### src/rtl/csr_pkg.sv
// Shared encodings for the SPAM-side CSR blocks: write-initiator FSM states
// and the response error codes that other CSR blocks decode.
package csr_pkg;

  localparam logic [1:0] ST_IDLE  = 2'd0;
  localparam logic [1:0] ST_ISSUE = 2'd1;
  localparam logic [1:0] ST_WAIT  = 2'd2;
  localparam logic [1:0] ST_RESP  = 2'd3;

  localparam logic RESP_OK  = 1'b0;
  localparam logic RESP_ERR = 1'b1;

  // Timer width needed to hold the terminal count itself.
  function automatic int timer_width(input int cycles);
    return $clog2(cycles + 1);
  endfunction

endpackage

### src/rtl/csr_timeout_counter.sv
// Saturating cycle counter with synchronous clear; tc flags that the count
// has reached TIMEOUT_CYCLES, where it then holds.
module csr_timeout_counter
  import csr_pkg::*;
#(
  parameter int TIMEOUT_CYCLES = 1023
) (
  input  logic cclk,
  input  logic rst_cclk,
  input  logic clr,
  input  logic en,
  output logic tc
);

  localparam int CNT_W = timer_width(TIMEOUT_CYCLES);
  localparam logic [CNT_W-1:0] TC_VAL = CNT_W'(TIMEOUT_CYCLES);

  logic [CNT_W-1:0] count_q;

  assign tc = (count_q == TC_VAL);

  always_ff @(posedge cclk) begin
    if (rst_cclk || clr) begin
      count_q <= '0;
    end else if (en && !tc) begin
      count_q <= count_q + 1'b1;
    end
  end

endmodule

### src/rtl/csr_write_initiator.sv
// Host CSR write front end: issues one strobe per request toward a write-only
// clock-crossing channel and returns one response per request.
module csr_write_initiator
  import csr_pkg::*;
#(
  parameter int NTARGETS       = 4,
  parameter int WIDTH          = 32,
  parameter int ADDR_BITS      = 2,
  parameter int TIMEOUT_CYCLES = 1023
) (
  input  logic                 cclk,
  input  logic                 rst_cclk,
  input  logic                 req_valid_cclk,
  output logic                 req_ready_cclk,
  input  logic [ADDR_BITS-1:0] req_addr_cclk,
  input  logic [WIDTH-1:0]     req_data_cclk,
  output logic                 resp_valid_cclk,
  output logic                 resp_err_cclk,
  output logic [NTARGETS-1:0]  wr_strobe_cclk,
  output logic [WIDTH-1:0]     wr_data_cclk,
  input  logic [NTARGETS-1:0]  wr_wait_cclk,
  input  logic [NTARGETS-1:0]  wr_done_strobe_cclk
);

  logic [1:0]           state_q;
  logic [1:0]           state_d;
  logic [ADDR_BITS-1:0] addr_q;
  logic [WIDTH-1:0]     data_q;
  logic                 err_q;
  logic                 err_d;

  logic [NTARGETS-1:0]  sel;
  logic                 accept;
  logic                 wait_sel;
  logic                 done_sel;
  logic                 issue_fire;
  logic                 tmr_en;
  logic                 tmr_tc;

  function automatic logic addr_mapped(input logic [ADDR_BITS-1:0] a);
    return int'(a) < NTARGETS;
  endfunction

  // Channel select decoded from the latched address; unmapped codes select nothing.
  always_comb begin
    sel = '0;
    for (int i = 0; i < NTARGETS; i++) begin
      sel[i] = (addr_q == ADDR_BITS'(i));
    end
  end

  assign wait_sel = |(wr_wait_cclk & sel);
  assign done_sel = |(wr_done_strobe_cclk & sel);

  assign req_ready_cclk = (state_q == ST_IDLE) && !rst_cclk;
  assign accept         = req_valid_cclk && req_ready_cclk;

  // A timed-out transaction must never strobe, even if the channel frees up.
  assign issue_fire     = (state_q == ST_ISSUE) && !wait_sel && !tmr_tc;
  assign wr_strobe_cclk = issue_fire ? sel : '0;
  assign wr_data_cclk   = data_q;

  assign resp_valid_cclk = (state_q == ST_RESP);
  assign resp_err_cclk   = resp_valid_cclk && (err_q == RESP_ERR);

  assign tmr_en = (state_q == ST_ISSUE) || (state_q == ST_WAIT);

  csr_timeout_counter #(
    .TIMEOUT_CYCLES(TIMEOUT_CYCLES)
  ) u_timer (
    .cclk    (cclk),
    .rst_cclk(rst_cclk),
    .clr     (accept),
    .en      (tmr_en),
    .tc      (tmr_tc)
  );

  always_comb begin
    state_d = state_q;
    err_d   = err_q;
    case (state_q)
      ST_IDLE: begin
        if (accept) begin
          if (addr_mapped(req_addr_cclk)) begin
            state_d = ST_ISSUE;
            err_d   = RESP_OK;
          end else begin
            state_d = ST_RESP;
            err_d   = RESP_ERR;
          end
        end
      end
      ST_ISSUE: begin
        if (tmr_tc) begin
          state_d = ST_RESP;
          err_d   = RESP_ERR;
        end else if (!wait_sel) begin
          state_d = ST_WAIT;
        end
      end
      // Completion takes priority over a timeout in the same cycle.
      ST_WAIT: begin
        if (done_sel) begin
          state_d = ST_RESP;
          err_d   = RESP_OK;
        end else if (tmr_tc) begin
          state_d = ST_RESP;
          err_d   = RESP_ERR;
        end
      end
      ST_RESP: state_d = ST_IDLE;
      default: state_d = ST_IDLE;
    endcase
  end

  always_ff @(posedge cclk) begin
    if (rst_cclk) begin
      state_q <= ST_IDLE;
      addr_q  <= '0;
      data_q  <= '0;
      err_q   <= RESP_OK;
    end else begin
      state_q <= state_d;
      err_q   <= err_d;
      if (accept) begin
        addr_q <= req_addr_cclk;
        data_q <= req_data_cclk;
      end
    end
  end

  a_strobe_onehot : assert property (@(posedge cclk) disable iff (rst_cclk)
    $onehot0(wr_strobe_cclk));
  a_strobe_in_issue : assert property (@(posedge cclk) disable iff (rst_cclk)
    (wr_strobe_cclk != '0) |-> (state_q == ST_ISSUE));

endmodule

### config.mk
export PLATFORM = sky130hd
export DESIGN_NAME = csr_write_initiator
export DESIGN_NICKNAME = d
export VERILOG_FILES = /design/src/rtl/csr_pkg.sv /design/src/rtl/csr_timeout_counter.sv /design/src/rtl/csr_write_initiator.sv
export SDC_FILE = /design/constraint.sdc
export NUM_CORES = 1
export LEC_CHECK = 0
export CAP_MARGIN = 20
export CORE_ASPECT_RATIO = 1.5
export CORE_MARGIN = 2
export CORE_UTILIZATION = 46
export DETAILED_ROUTE_END_ITERATION = 12
export PLACE_DENSITY = 0.84
export SYNTH_ARGS = -nofsm -noshare
export SYNTH_HDL_FRONTEND = slang
export SYNTH_SLANG_ARGS = --single-unit
### constraint.sdc
create_clock -name cclk -period 2.9 [get_ports cclk]
set_input_delay 0.87 -clock cclk [delete_from_list [all_inputs] [get_ports cclk]]
set_output_delay 0.87 -clock cclk [all_outputs]
set_load 0.02 [all_outputs]
# == Word-level counts from Yosys, hierarchy flattened ==
# Index checks and enable logic that the tools add are counted.
# classes
eq_ne,10
div,0
add_sub_neg,1
mul,0
n_bitwise,2
n_mux,11
n_lt_le_gt_ge,0
shifts,0
reduce_logical,18
# ops
operator,count
$add A10 B1 Y10 const B,1
$eq A10 B10 Y1 const B,1
$mux W2,5
$and A4 B4 Y4,2
$eq A2 B2 Y1 const B,4
$pmux W2 S4,1
$reduce_or A4 Y1,2
$logic_and A1 B1 Y1,6
$ne A3 B2 Y1 const B,2
$eq A2 B1 Y1 const B,2
$logic_not A2 Y1,2
$mux W4,1
$logic_not A1 Y1,3
$mux W1,3
$pmux W1 S3,1
$reduce_and A3 Y1,1
$reduce_bool A3 Y1,1
$logic_or A1 B1 Y1,2
$ne A2 B1 Y1 const B,1
$reduce_and A2 Y1,1
# word_totals
mem_bits_ro,0
ram_bits,0
ff_bits,47
mem_count,0
latch_bits,0
out_inout_bits,39

# == Depth between registers and ports, before layout ==
# logic_depth
word_depth,7
mapped_depth,8

# == Modules after synthesis ==
# Synthesis repeated with hierarchy kept, for this count alone.
# unflattened
cells_unflattened,262
area_unflattened_um2,2249.7
# modules_own_cells
module,seq_area_each_um2,instances,area_per_inst_um2,cells_per_inst
csr_write_initiator,740.7,1,1656.6,194
csr_timeout_counter,200.2,1,593.1,68

# == Worst setup path after synthesis ==
# No wires, ideal clock.
# synth_timing
path_kind,register -> output
from,reg u_timer.count_q[0]
to,out wr_strobe_cclk[1]
n_path_buf,0
t_arrival_ps,1779
stages_incl_launch_ff,6
slack_ps,251
cell_sequence,dfxtp_1 -> ha_1 -> and4_1 -> nand4_4 -> nand2_1 -> nor4b_1
# synth_via
elab_chain_len,4
# synth_rtl
item,line,text
"start, declared",csr_timeout_counter.sv:18,logic [CNT_W-1:0] count_q;
"start signal, assigned",csr_timeout_counter.sv:26,count_q <= count_q + 1'b1;
$eq A10 B10 Y1,csr_timeout_counter.sv:20,assign tc = (count_q == TC_VAL);
$logic_not A1 Y1,csr_write_initiator.sv:59,assign issue_fire = (state_q == ST_ISSUE) && !wait_sel && !tmr_tc;
$logic_and A1 B1 Y1,csr_write_initiator.sv:59,
$mux W4,csr_write_initiator.sv:60,assign wr_strobe_cclk = issue_fire ? sel : '0;
"end, declared",csr_write_initiator.sv:19,"output logic [NTARGETS-1:0] wr_strobe_cclk,"
# Every way passes these cells.

# == Worst setup path in the final report ==
# layout_timing
from,reg u_timer.count_q[0]
to,out wr_strobe_cclk[3]
# The elaborated chain is that of the path after synthesis.

==> flow_metrics.py <==
metrics = {
    "outcome": {
        "run_status": "finished, final reports clean",
    },
    "worst_setup_path": {
        "critPathMaxFanout": 4,
        "critPathMaxStageDelay_ns": 0.35,
        "critical_path_class": "reg2out",
        "required_ns": 2.03,
        "rrSetupSlack_ns": 1.09,
        "critPathSlowestCell": "dfxtp_1",
        "critPathBufInv": 1,
        "critPathCaptureType": "output port",
        "crit_chain": "ha_1 -> and4_1 -> nand4_4 -> nand2_1 -> nor4bb_2 -> buf_2",
        "crit_family": "simple AND/OR/NAND/NOR gates",
        "arrival_ns": 1.88,
        "startpoint_type": "flop",
    },
    "routing": {
        "num_vias": 1953,
        "wl_per_cell_um": 14.6,
        "avgViaCountPerCell": 5.24,
        "drt_first_pass_iters": 4,
        "drt_iter0_markers": 42,
        "ant_nets": 0,
        "drc_errors": 0,
        "drt-total-wl_um": 5460,
    },
    "clocking": {
        "clk_pin_slew_ns": 0.08,
        "clock_sinks": 47,
        "root_buffer": "clkbuf_8",
        "htree_levels": 2,
        "cts_buffers": 5,
        "clk_latency_ns": 0.30,
        "post_cts_buffers": 0,
        "cts_tree": "yes",
        "clockBufferDepth": 2,
        "cts_hold_buf": 0,
    },
    "sta": {
        "hold_violations": 0,
        "finalCritPeriodShare_pct": 94.8,
        "setup_viol": 0,
        "relSlewSlack_pct": 75.4,
        "fmax_ghz": 0.364,
        "clock_skew_ns": 0.00863,
        "worst_pin_slew_ns": 0.368,
        "grt_setup_unrepaired": "false",
        "hold_slack_ns": 0.474,
        "final_max_slew_viol_count": 0,
        "timing.final.crit_period_ns": 2.75,
    },
    "power_and_ir_drop": {
        "power_density_nw_per_um2": 751,
        "peakVddDrop_uv": 421,
        "p_total_mw": 2.33,
        "p_leak_nw": 1.30,
    },
    "global_route": {
        "grt_util_all_layers_pct": 23.2,
        "overflow": 0,
        "antenna_found_initial": 0,
        "grt_max_degree": 43,
        "grt_pass1_vias": 2011,
        "grt_pass1_wl_um": 9180,
    },
    "logic_synthesis": {
        "ys_ff_latch": 47,
        "synth_fp_nets": 292,
        "yosysWarnings": 0,
        "synth.lib_cells_used.distinct": 37,
        "ys_seq_area_share_pct": 45.0,
        "syn_area_per_cell_um2": 8.68,
        "postSynth.asyncResetShare_pct": 0,
        "synth_area_um2": 2090,
        "synth_edf_count": 0,
        "synth_cells": 241,
        "synth_top_area_share_pct": 45.0,
        "yosysTopAreaCell": "dfxtp_1",
        "synth_flop_cell": "dfxtp_1",
        "synth_area_leaders": "dfxtp_1 45%, nand2_1 13%, nand3b_1 12%",
    },
    "floorplan": {
        "rows": 30,
        "design.core.area_um2": 4470,
        "ios": 84,
        "dieArea_um2": 5110,
        "start_util_pct": 46.8,
        "fp.dieH_um": 86.6,
        "die_w_um": 59.1,
    },
    "cells_and_area": {
        "postLayoutCellArea_um2": 3100,
        "final_common_cell": "clkdlybuf4s50_1",
        "nFillCells": 359,
        "antennaDiodeCount": 0,
        "stdcell_count": 373,
        "final_nets": 375,
        "most-common-layout-cells": "78 x clkdlybuf4s50_1, 72 x nand2_1, 47 x dfxtp_1, 34 x nand3b_1, 14 x nor2_1",
        "area_growth_syn_to_layout_pct": 48.0,
        "drive_above_1_share_pct": 8.62,
    },
    "placed_design": {
        "dp_cells": 365,
        "globalplace.congestion": 0.824,
        "port_buffers": 83,
        "hpwl_um": 3870,
        "place_area_um2": 2970,
    },
    "hold_path": {
        "hold_class": "reg2reg",
    },
    "flow_run": {
        "max_cap_violations": 0,
    },
}
## worst min-delay path, delay by kind of cell (launching register included)
family           cells  cell delay (ns)
AND/OR/NAND/NOR      2             0.12
flip-flops           1             0.32
## where the power goes
part           internal [mW]  switching, mW  leakage (nW)
Clock                  0.344          0.219        0.0644
Combinational          0.416          0.486         0.854
Sequential             0.771         0.0897         0.385
## metrics by stage
stage	util, %	setup TNS, ns	setup slack, ns
after floorplan	-	0	0.251
after global placement	66.5	-0.707	-0.198
after detailed placement	66.5	-0.853	-0.233
after CTS	69.4	0	0.0272
after global routing	69.3	0	0.0210
final	69.3	0	0.152
## state kept, by name, summed over array words and instances, names as in the netlist
register,flops
wr_data_cclk,32
u_timer.count_q,10
addr_q,2
state_q,2
err_q,1
## layout make-up
class / count / area (µm²) / area share [%]
multi-input combinational: 178 / 1090 / 35.3
tap: 48 / 60.1 / 1.94
clock buffer: 5 / 68.8 / 2.22
clock inverter: 3 / 67.6 / 2.18
inverter: 3 / 11.3 / 0.364
timing repair buffer: 89 / 855 / 27.6
sequential: 47 / 941 / 30.4
## repair_timing
| action | in CTS | in global routing |
|---|---|---|
| resized for setup | 8 | 12 |
| gates cloned | 0 | 0 |
| setup endpoints to repair | 5 | 4 |
## path summary, 6_finish.rpt
kind	cells past startpoint	end	from
setup / recovery	6	wr_strobe_cclk[3]	u_timer.count_q[0]
hold / removal	2	wr_data_cclk[27]	wr_data_cclk[27]
setup reg to reg	7	state_q[0]	u_timer.count_q[0]
hold reg to reg	2	wr_data_cclk[27]	wr_data_cclk[27]
## logic make-up after synthesis
logic type                 after synthesis  share of synthesized area, %
muxes                                    4                          3.11
buffers and inverters                   16                          3.35
adders and majority gates                6                          3.59
xor gates and xnor gates                 8                          3.35
AOI/OAI and AO/OA                       11                          4.13
and+or+nand+nor                        149                          37.5
DFF                                     47                          45.0
## per-layer routing
| metal | vias up | track usage, % | part of all wire [%] |
|---|---|---|---|
| li1 | 966 | - | - |
| met1 | 923 | 27.8 | 41 |
| met2 | 56 | 40.8 | 52 |
| met3 | 8 | 3.43 | 4.7 |
| met4 | 0 | 8.88 | 1.9 |
| met5 | - | 0 | 0 |
## synthesized netlist by cell type, types with 2 or more instances
master    count
nand2_1      72
dfxtp_1      47
nand3b_1     34
nor2_1       14
clkbuf_1     10
ha_1          6
nand3_1       6
xor2_1        6
a21oi_1       3
inv_1         3
nor2b_1       3
and2_1        2
and3_1        2
buf_2         2
mux2i_1       2
mux4_2        2
nand2b_1      2
nand4_1       2
nor4_1        2
nor4b_1       2
o21ai_0       2
xnor2_1       2
(Power assumes the default switching activity.)
